==> src/rtl/dfh_chain_walker.sv <==
// ---------------------------------------------------------------------------
// dfh_chain_walker
//
// Walks a Device Feature Header (DFH) linked list in MMIO space. A start pulse
// launches 64-bit reads beginning at base_addr. Each returned DFH is emitted
// as one record on a valid/ready stream. The walker then follows the
// next-DFH byte offset until it reaches an end-of-list (EOL) header or hits
// an error.
//
// DFH layout: [63:60] type, [40] EOL, [39:16] next offset, [11:0] feature ID.
//
// Ports:
//   clk, rst        clock and asynchronous active-high reset
//   start           one-cycle pulse; honoured only while idle
//   base_addr       first DFH byte address (8-byte aligned)
//   busy            a walk is in progress
//   done            one-cycle pulse at the end of a walk
//   error/err_code  sticky result of the last walk; cleared on start
//                   (1 = zero offset without EOL, 2 = MAX_FEATURES exceeded,
//                    3 = response timeout)
//   feature_count   records emitted in the last/current walk
//   rd_req_*        MMIO read request channel (valid/ready, byte address)
//   rd_rsp_*        MMIO read response; accepted only while waiting for one
//   feat_*          discovered feature record stream (valid/ready)
//
// Optional build macro DFH_WALK_RSP_TIMEOUT_EN:
//   When defined, a wait counter aborts the walk with err_code 3 if no read
//   response arrives within RSP_TIMEOUT cycles. When undefined, the walker
//   waits for a response indefinitely.
// ---------------------------------------------------------------------------
module dfh_chain_walker #(
  parameter int ADDR_W       = 32,
  parameter int MAX_FEATURES = 64,
  parameter int RSP_TIMEOUT  = 4096
) (
  input  logic                              clk,
  input  logic                              rst,
  input  logic                              start,
  input  logic [ADDR_W-1:0]                 base_addr,
  output logic                              busy,
  output logic                              done,
  output logic                              error,
  output logic [1:0]                        err_code,
  output logic [$clog2(MAX_FEATURES+1)-1:0] feature_count,
  output logic                              rd_req_valid,
  input  logic                              rd_req_ready,
  output logic [ADDR_W-1:0]                 rd_req_addr,
  input  logic                              rd_rsp_valid,
  input  logic [63:0]                       rd_rsp_data,
  output logic                              feat_valid,
  input  logic                              feat_ready,
  output logic [ADDR_W-1:0]                 feat_addr,
  output logic [63:0]                       feat_dfh,
  output logic [$clog2(MAX_FEATURES)-1:0]   feat_idx
);

  localparam int CNT_W = $clog2(MAX_FEATURES + 1);
  localparam int IDX_W = $clog2(MAX_FEATURES);

  localparam logic [1:0] ERR_ZERO_OFFSET = 2'd1;
  localparam logic [1:0] ERR_TOO_MANY    = 2'd2;
  localparam logic [1:0] ERR_TIMEOUT     = 2'd3;

  typedef enum logic [2:0] {
    IDLE,
    REQ,
    WAIT,
    EMIT,
    CHECK,
    DONE,
    ERR
  } state_t;

  state_t            state;
  logic [ADDR_W-1:0] cur_addr;

  // Fields of the DFH captured into feat_dfh. The header stays in feat_dfh
  // after the record handshake, so CHECK decodes it from there.
  logic              dfh_eol;
  logic [23:0]       dfh_next;
  logic [ADDR_W-1:0] next_addr;

  assign dfh_eol   = feat_dfh[40];
  assign dfh_next  = feat_dfh[39:16];
  // The offset is unsigned and zero-extended; the sum wraps at ADDR_W bits.
  assign next_addr = cur_addr + ADDR_W'(dfh_next);

`ifdef DFH_WALK_RSP_TIMEOUT_EN
  localparam int TMO_W = $clog2(RSP_TIMEOUT + 1);
  localparam logic [TMO_W-1:0] TMO_LAST = TMO_W'(RSP_TIMEOUT - 1);

  logic [TMO_W-1:0] wait_cnt;
`else
  // The timeout length only matters when the timeout counter is built.
  logic unused_rsp_timeout;
  assign unused_rsp_timeout = (RSP_TIMEOUT > 0);
`endif

  // Walker FSM. All outputs are registered here. done defaults low every
  // cycle, so any cycle that raises it produces a single-cycle pulse. busy
  // drops on the same edge that raises done.
  always_ff @(posedge clk or posedge rst) begin
    if (rst) begin
      state         <= IDLE;
      cur_addr      <= '0;
      busy          <= 1'b0;
      done          <= 1'b0;
      error         <= 1'b0;
      err_code      <= 2'd0;
      feature_count <= '0;
      rd_req_valid  <= 1'b0;
      rd_req_addr   <= '0;
      feat_valid    <= 1'b0;
      feat_addr     <= '0;
      feat_dfh      <= '0;
      feat_idx      <= '0;
`ifdef DFH_WALK_RSP_TIMEOUT_EN
      wait_cnt      <= '0;
`endif
    end else begin
      done <= 1'b0;
      case (state)
        IDLE: begin
          if (start) begin
            cur_addr      <= base_addr;
            rd_req_addr   <= base_addr;
            rd_req_valid  <= 1'b1;
            error         <= 1'b0;
            err_code      <= 2'd0;
            feature_count <= '0;
            busy          <= 1'b1;
            state         <= REQ;
          end
        end

        REQ: begin
          // The request address stays put until it is accepted.
          if (rd_req_ready) begin
            rd_req_valid <= 1'b0;
`ifdef DFH_WALK_RSP_TIMEOUT_EN
            wait_cnt     <= '0;
`endif
            state        <= WAIT;
          end
        end

        WAIT: begin
          if (rd_rsp_valid) begin
            feat_dfh   <= rd_rsp_data;
            feat_addr  <= cur_addr;
            feat_idx   <= feature_count[IDX_W-1:0];
            feat_valid <= 1'b1;
            state      <= EMIT;
          end
`ifdef DFH_WALK_RSP_TIMEOUT_EN
          else if (wait_cnt == TMO_LAST) begin
            // No record is emitted for a header that never arrived.
            error    <= 1'b1;
            err_code <= ERR_TIMEOUT;
            done     <= 1'b1;
            busy     <= 1'b0;
            state    <= ERR;
          end else begin
            wait_cnt <= wait_cnt + TMO_W'(1);
          end
`endif
        end

        EMIT: begin
          if (feat_ready) begin
            feat_valid    <= 1'b0;
            feature_count <= feature_count + CNT_W'(1);
            state         <= CHECK;
          end
        end

        CHECK: begin
          // feature_count already includes the record that was just emitted.
          if (dfh_eol) begin
            done  <= 1'b1;
            busy  <= 1'b0;
            state <= DONE;
          end else if (dfh_next == 24'd0) begin
            error    <= 1'b1;
            err_code <= ERR_ZERO_OFFSET;
            done     <= 1'b1;
            busy     <= 1'b0;
            state    <= ERR;
          end else if (feature_count == CNT_W'(MAX_FEATURES)) begin
            error    <= 1'b1;
            err_code <= ERR_TOO_MANY;
            done     <= 1'b1;
            busy     <= 1'b0;
            state    <= ERR;
          end else begin
            cur_addr     <= next_addr;
            rd_req_addr  <= next_addr;
            rd_req_valid <= 1'b1;
            state        <= REQ;
          end
        end

        // Terminal states last one cycle while done pulses. A start pulse
        // seen here is ignored.
        DONE: state <= IDLE;
        ERR:  state <= IDLE;

        default: state <= IDLE;
      endcase
    end
  end

endmodule
==> config.mk <==
export PLATFORM = sky130hd
export DESIGN_NAME = dfh_chain_walker
export DESIGN_NICKNAME = d
export VERILOG_FILES = /design/src/rtl/dfh_chain_walker.sv
export SDC_FILE = /design/constraint.sdc
export NUM_CORES = 1
export LEC_CHECK = 0
export ABC_AREA = 1
export CORE_ASPECT_RATIO = 2
export CORE_MARGIN = 2
export CORE_UTILIZATION = 40
export CTS_CLUSTER_DIAMETER = 80
export DETAILED_ROUTE_END_ITERATION = 12
export PLACE_DENSITY_LB_ADDON = 0.1
export SETUP_SLACK_MARGIN = 0.1
export SKIP_CTS_REPAIR_TIMING = 1
export SLEW_MARGIN = 10
export SYNTH_ARGS = -nofsm -noshare
export SYNTH_HDL_FRONTEND = slang
export SYNTH_SLANG_ARGS = --single-unit
==> constraint.sdc <==
create_clock -name clk -period 6.2 [get_ports clk]
set_clock_uncertainty 0.1 [all_clocks]
set_input_delay 1.24 -clock clk [delete_from_list [all_inputs] [get_ports clk]]
set_output_delay 1.24 -clock clk [all_outputs]
set_load 0.02 [all_outputs]
==> impl_results.md, run 1 <==
* Vias at 7563
* Clk sink count at 151
* Row count at 74
* Setup CP Type: primary input to flop
* Area grow syn2layout at 39.3%
* Layout fillers at 1955
* Layout cell share with drive strength beyond 1 at 10.2%
* Number of port buffers at 249
* Worst slew pin tran at 0.956 ns
* Reg2reg start: state[2]$_DFFE_PP0P_
* Tcrit/Tclk final at 53.3%
* WL per Instance at between 15 and 20 um
* Synthesized area at 0.00838 sq mm
* TritonCTS buffer count at 17
* Largest family of logic cells by synthesized area: simple AND/OR/NAND/NOR gates
* Worst vdd ir at 315 uV
* Pre-antenna DRT Iters at 7
* Initial Util at about 41%
* Hold path endpoint: feat_addr[4]$_DFFE_PP0P_
* Hold depth at 2
* DRC at 0
* Power Density at 579 mW/mm^2
* Critical Path Fanout Max at 79
* Max stage delay on crit path at 0.78 ns
* RR Endpoint: feat_addr[22]$_DFFE_PP0P_
* R2r setup slk at 3.58 ns
* Simple-gate portion of the synthesized area at 26.9%
* Antenna cells at 0
* H-tree levels at 4
* Tot GR Track Use at 22.4%
* Leak at between 5 and 6 nW
* Synth Register Bits at 151
* Die area at ~0.022 sq mm
* DRT antenna net count at 0
* Worst hold start: feat_addr[4]$_DFFE_PP0P_
* Run status: complete, no violations
* Initial antenna violation count at 0
* Crit-path slowest cell: buf_4
* Die H at 209 um
* Remaining Overflow, GRT at 0
* Mux share of post-synthesis cell area at approximately a tenth
* Post-synthesis sequential area ratio at about 45%
* Die width at 106 um
* Placeable Area at 0.0205 sq mm
* Clk_lat worst skew at 0.43 ns
* Mean Syn Cell Area at between 7 and 8 sq um
* Cells after synthesis at 1058
* Reg2reg path depth at 4
* Synth cell types at 34
* Pin count of the biggest net entering global routing at 87
* RSZ-0062 raised after global routing: no
* Nets@finish at 1433
* Max_cap viols at 0
* Endpoint class of the critical path: flop
* Slew HR at a little over a third
* Clock buffer depth at 2
* CP Cell Sequence: clkdlybuf4s50_1 > nand3_4 > buf_4 > mux2_2
* Post-Syn Nets at 1187
* Final Core Density at 57.1%
* Worst hold path class: flop to flop
* Slew Viols, Final at 0
* Fin Setup TNS at 0 ns
* Vias per cell at 4.78
* Startpoint types: primary input
* Vias in the first global route at 7505
* Clock tree root driver cell: clkbuf_16
* CTS clk-pin slew, worst paths at 0.06 ns
* Fin crit period at 3.31 ns
* Fmax at 302 MHz
* Global-route wire length before repair at 38400 um
* Ys Warns at 0
* Adder-Cell Fraction of Synth Area at 4.12%
* Crit path arrival time at around 3.5 ns
* # setup viols final at 0
* Iter 0 DRT Violations at 245
* Placer Congestion at ~0.90
* Compound-Gate Fraction of Synth Area at 5.19%
* Final hold violations at 0
* I/O pins at 250
* HPWL after DPL at 18600 um
* CP required at 6.42 ns
* Routed WL at about 24000 um
* Post-synthesis xor/xnor area fraction at 0.627%
* CTS tree: yes
layout by cell type, fill, tap and decap left out, drive strengths merged, types with 2 or more instances in the layout:
| master | count |
|---|---|
| mux2 | 76 |
| nand2 | 355 |
| o21bai | 2 |
| ha | 26 |
| o21ai | 57 |
| clkinvlp | 4 |
| nor2 | 105 |
| dfrtp | 151 |
| a21oi | 24 |
| nor3 | 15 |
| or2 | 6 |
| nand3 | 61 |
| clkdlybuf4s50 | 249 |
| nor4 | 2 |
| inv | 138 |
| nand4 | 4 |
| clkbuf | 19 |
| clkinv | 3 |
| bufinv | 2 |
| buf | 4 |
| xnor2 | 6 |
| nor3b | 2 |
layer usage:
metal	up-vias	track usage (%)	part of all wire, %
met5	-	0	0
met4	0	10.2	3.5
met3	43	4.40	4.5
met2	202	41.8	55
met1	3493	23.6	37
li1	3825	-	-
cells in the mapped netlist, drive strengths merged:
cell type	count	area, sq um
nor3b	2	15.0
nand3	61	305
a21oi	24	120
ha	26	325
mux2	76	856
a21boi	1	7.51
inv	136	513
nand2	355	1360
nor2b	1	6.26
xnor2	6	52.6
clkbuf	7	26.3
nor3	15	80.1
nand4	4	25.0
nor2	105	414
o21bai	2	15.0
o21ai	57	285
fa	1	20.0
dfrtp	151	3780
o21a	1	7.51
buf	19	121
nor4	2	12.5
or2	6	37.5
power breakdown:
group | switching (mW) | internal (mW)
registers | 0.389 | 1.44
clock network | 0.417 | 0.599
logic | 2.25 | 1.67
total | 3.05 | 3.71
worst max-delay path by stage:
| stage | start | end | slack (ns) |
|---|---|---|---|
| 6_report | rd_rsp_valid | feat_addr[22]$_DFFE_PP0P_ | 2.89 |
| 2_1_floorplan | rst | busy$_DFFE_PP0P_ | 0.80 |
| 4_1_cts | rd_rsp_valid | feat_dfh[37]$_DFFE_PP0P_ | 2.87 |
| 3_3_place_gp | rd_rsp_valid | feat_dfh[0]$_DFFE_PP0P_ | 2.44 |
| 3_5_place_dp | rd_rsp_valid | feat_dfh[6]$_DFFE_PP0P_ | 2.43 |
| 5_1_grt | rd_rsp_valid | feat_dfh[39]$_DFFE_PP0P_ | 2.80 |
worst max-delay path: cells and delay by family:
kind	cells	cell delay, ns
buf+inv	2	1.24
mux	1	0.42
simple gates	1	0.49
sequential cells by signal (all words and copies together) (netlist names), 2 cells and up:
signal,count
err_code,2
state,3
feat_dfh,64
cur_addr,32
feat_idx,6
feat_addr,32
feature_count,7
metrics by stage:
stage / std cells / total power [mW] / hold WS [ns] / cell area, sq um / worst slack [ns]
2_1_floorplan: 1058 / 4.24 / 0.466 / 8380 / 0.795
3_3_place_gp: 1551 / 5.75 / 0.358 / 11100 / 2.44
3_5_place_dp: 1551 / 5.80 / 0.371 / 11100 / 2.43
4_1_cts: 1581 / 6.85 / 0.387 / 11700 / 2.87
5_1_grt: 1581 / 7.30 / 0.416 / 11700 / 2.80
6_report: 1581 / 6.76 / 0.380 / 11700 / 2.89
kinds of logic after synthesis:
family | Yosys count
muxes | 76
xor gates and xnor gates | 6
buffers and inverters | 162
adders and majority gates | 27
and+or+nand+nor | 551
DFF | 151
AOI/OAI and AO/OA | 85
area by class of cell:
class                           instances  area (sq um)  area share [%]
Tap cell                              266           333            2.85
Multi-Input combinational cell        745          3960            33.9
Clock inverter                         11           126            1.08
Clock buffer                           19           443            3.79
Inverter                              136           518            4.44
Sequential cell                       151          3780            32.4
Timing Repair Buffer                  253          2520            21.6
No activity file was read; power rests on OpenSTA's default activity.
==> run 2: changes to the inputs <==
Clock period 6.2 ns to 3.45 ns, I/O delays scaled along.
==> impl_results.md, run 2 (synthesis results as in run 1) <==
* Worst slack, placed at 0.931 ns
* Placeable Area at 0.0205 sq mm
* Tcrit/Tclk final at between 60% and 70%
* Area grow syn2layout at 40.5%
* WL per Instance at 15.3 um
* Hold depth at 2
* Bufs and invs on worst path at 1
* HPWL after DPL at 18900 um
* Most frequent cells in the layout: 347 x nand2_1, 249 x clkdlybuf4s50_1, 151 x dfrtp_1, 130 x inv_1, 101 x nor2_1
* Antenna cells at 0
* Die H at between 200 and 250 um
* Leak at 5.68 nW
* R2r setup slk at approximately 1.1 ns
* DRC at 0
* Run status: complete, no violations
* Top Registers: feat_dfh (64), cur_addr (32), feat_addr (32)
* Top delay family on crit path: buffers and inverters
* Row count at 74
* Worst vdd ir at 536 uV
* Design area at 0.0118 sq mm
* Layout fillers at 1935
* Worst hold path class: flop to flop
* H-tree levels at 4
* Reg2reg path depth at 12
* Critical Path Fanout Max at 7
* Clock tree root driver cell: clkbuf_16
* I/O pins at 250
* Hold path endpoint: feat_valid$_DFFE_PP0P_
* Startpoint types: flop
* Power Density at about 1000 mW/mm^2
* DRT antenna net count at 0
* Clock buffer depth at 2
* RSZ-0062 raised after global routing: no
* Die width at 106 um
* Pin count of the biggest net entering global routing at 65
* Vias per cell at 4.73
* Clk sink count at around 150
* Initial Util at 41.0%
* Placer Congestion at 1.01
* CP Cell Sequence: clkdlybuf4s50_1
* Largest Register: feat_dfh
* Post-Layout Cell Count at between 1500 and 2000
* Die area at 0.0222 sq mm
* Cell Area, Placed at roughly 0.011 sq mm
* Crit-path slowest cell: clkdlybuf4s50_1
* Nets@finish at 1435
* Commonest non-fill, non-tap cell in the layout: nand2_1
* Fmax at approximately 420 MHz
* Max_cap viols at 0
* Cell total after placement at 1553
* Final hold violations at 0
* CP required at around 2.7 ns
* Worst slew pin tran at 0.645 ns
* Final WS setup at 1.05 ns
* Worst hold start: feat_valid$_DFFE_PP0P_
* Vias in the first global route at 7899
* Endpoint class of the critical path: output pin
* Crit path arrival time at 1.61 ns
* Tot GR Track Use at between 20% and 30%
* Final Core Density at between 50% and 60%
* TritonCTS buffer count at 17
* RR Endpoint: cur_addr[28]$_DFFE_PP0P_
* CTS tree: yes
* Max FFs per register at 64
* Global-route wire length before repair at a little under 40000 um
* Reg2reg start: feat_dfh[16]$_DFFE_PP0P_
* Routed WL at 24200 um
* Initial antenna violation count at 0
* Setup CP Type: flop to output pin
* Max stage delay on crit path at 0.69 ns
* Slew Viols, Final at 0
* Iter 0 DRT Violations at 277
* Fin Setup TNS at 0 ns
* Remaining Overflow, GRT at 0
* CTS clk-pin slew, worst paths at about 0.060 ns
* Fin crit period at 2.40 ns
* Clk_lat worst skew at 0.44 ns
* Number of port buffers at 249
* Pre-antenna DRT Iters at 4
* Slew HR at about 57%
* Vias at 7503
* # setup viols final at 0
* Layout cell share with drive strength beyond 1 at 10.3%
==> run 2: per-layer routing <==
layer / global-route usage, % / vias up / routed length (um)
li1: - / 3825 / -
met1: 23.2 / 3430 / 8760
met2: 43.2 / 201 / 13300
met3: 5.74 / 47 / 1170
met4: 11.3 / 0 / 973
met5: 0 / - / 0
==> run 2: report_power, final <==
part	switching, mW	internal [mW]
Sequential	0.696	2.58
Clock	0.747	1.18
Combinational	4.03	3.04
Total	5.47	6.80
==> run 2: worst max path at each step <==
| stage | startpoint | to | slack (ns) | depth (start not counted) |
|---|---|---|---|---|
| after floorplan | rst | busy$_DFFE_PP0P_ | 0.76 | 1 |
| after global placement | rd_rsp_valid | feat_dfh[14]$_DFFE_PP0P_ | 0.92 | 4 |
| after detailed placement | rd_rsp_valid | feat_dfh[39]$_DFFE_PP0P_ | 0.93 | 4 |
| after CTS | cur_addr[24]$_DFFE_PP0P_ | rd_req_addr[24] | 1.01 | 1 |
| after global routing | cur_addr[0]$_DFFE_PP0P_ | cur_addr[28]$_DFFE_PP0P_ | 0.85 | 12 |
| final | cur_addr[24]$_DFFE_PP0P_ | rd_req_addr[24] | 1.05 | 1 |
==> run 2: final cells by class <==
cell class | count | area (sq um) | share of cell area (%)
clock inverters | 10 | 145 | 1.23
multi-input cells | 745 | 3960 | 33.6
inverters | 136 | 517 | 4.39
clock buffers | 22 | 464 | 3.94
well taps | 266 | 333 | 2.83
flip-flops and latches | 151 | 3780 | 32.1
repair buffers | 255 | 2590 | 22.0
==> run 2: per-stage QoR <==
step,hold slack [ns],power [mW]
after floorplan,0.466,7.62
after detailed placement,0.358,10.4
after CTS,0.375,12.4
after global routing,0.399,13.3
final,0.372,12.3
after global placement,0.354,10.4
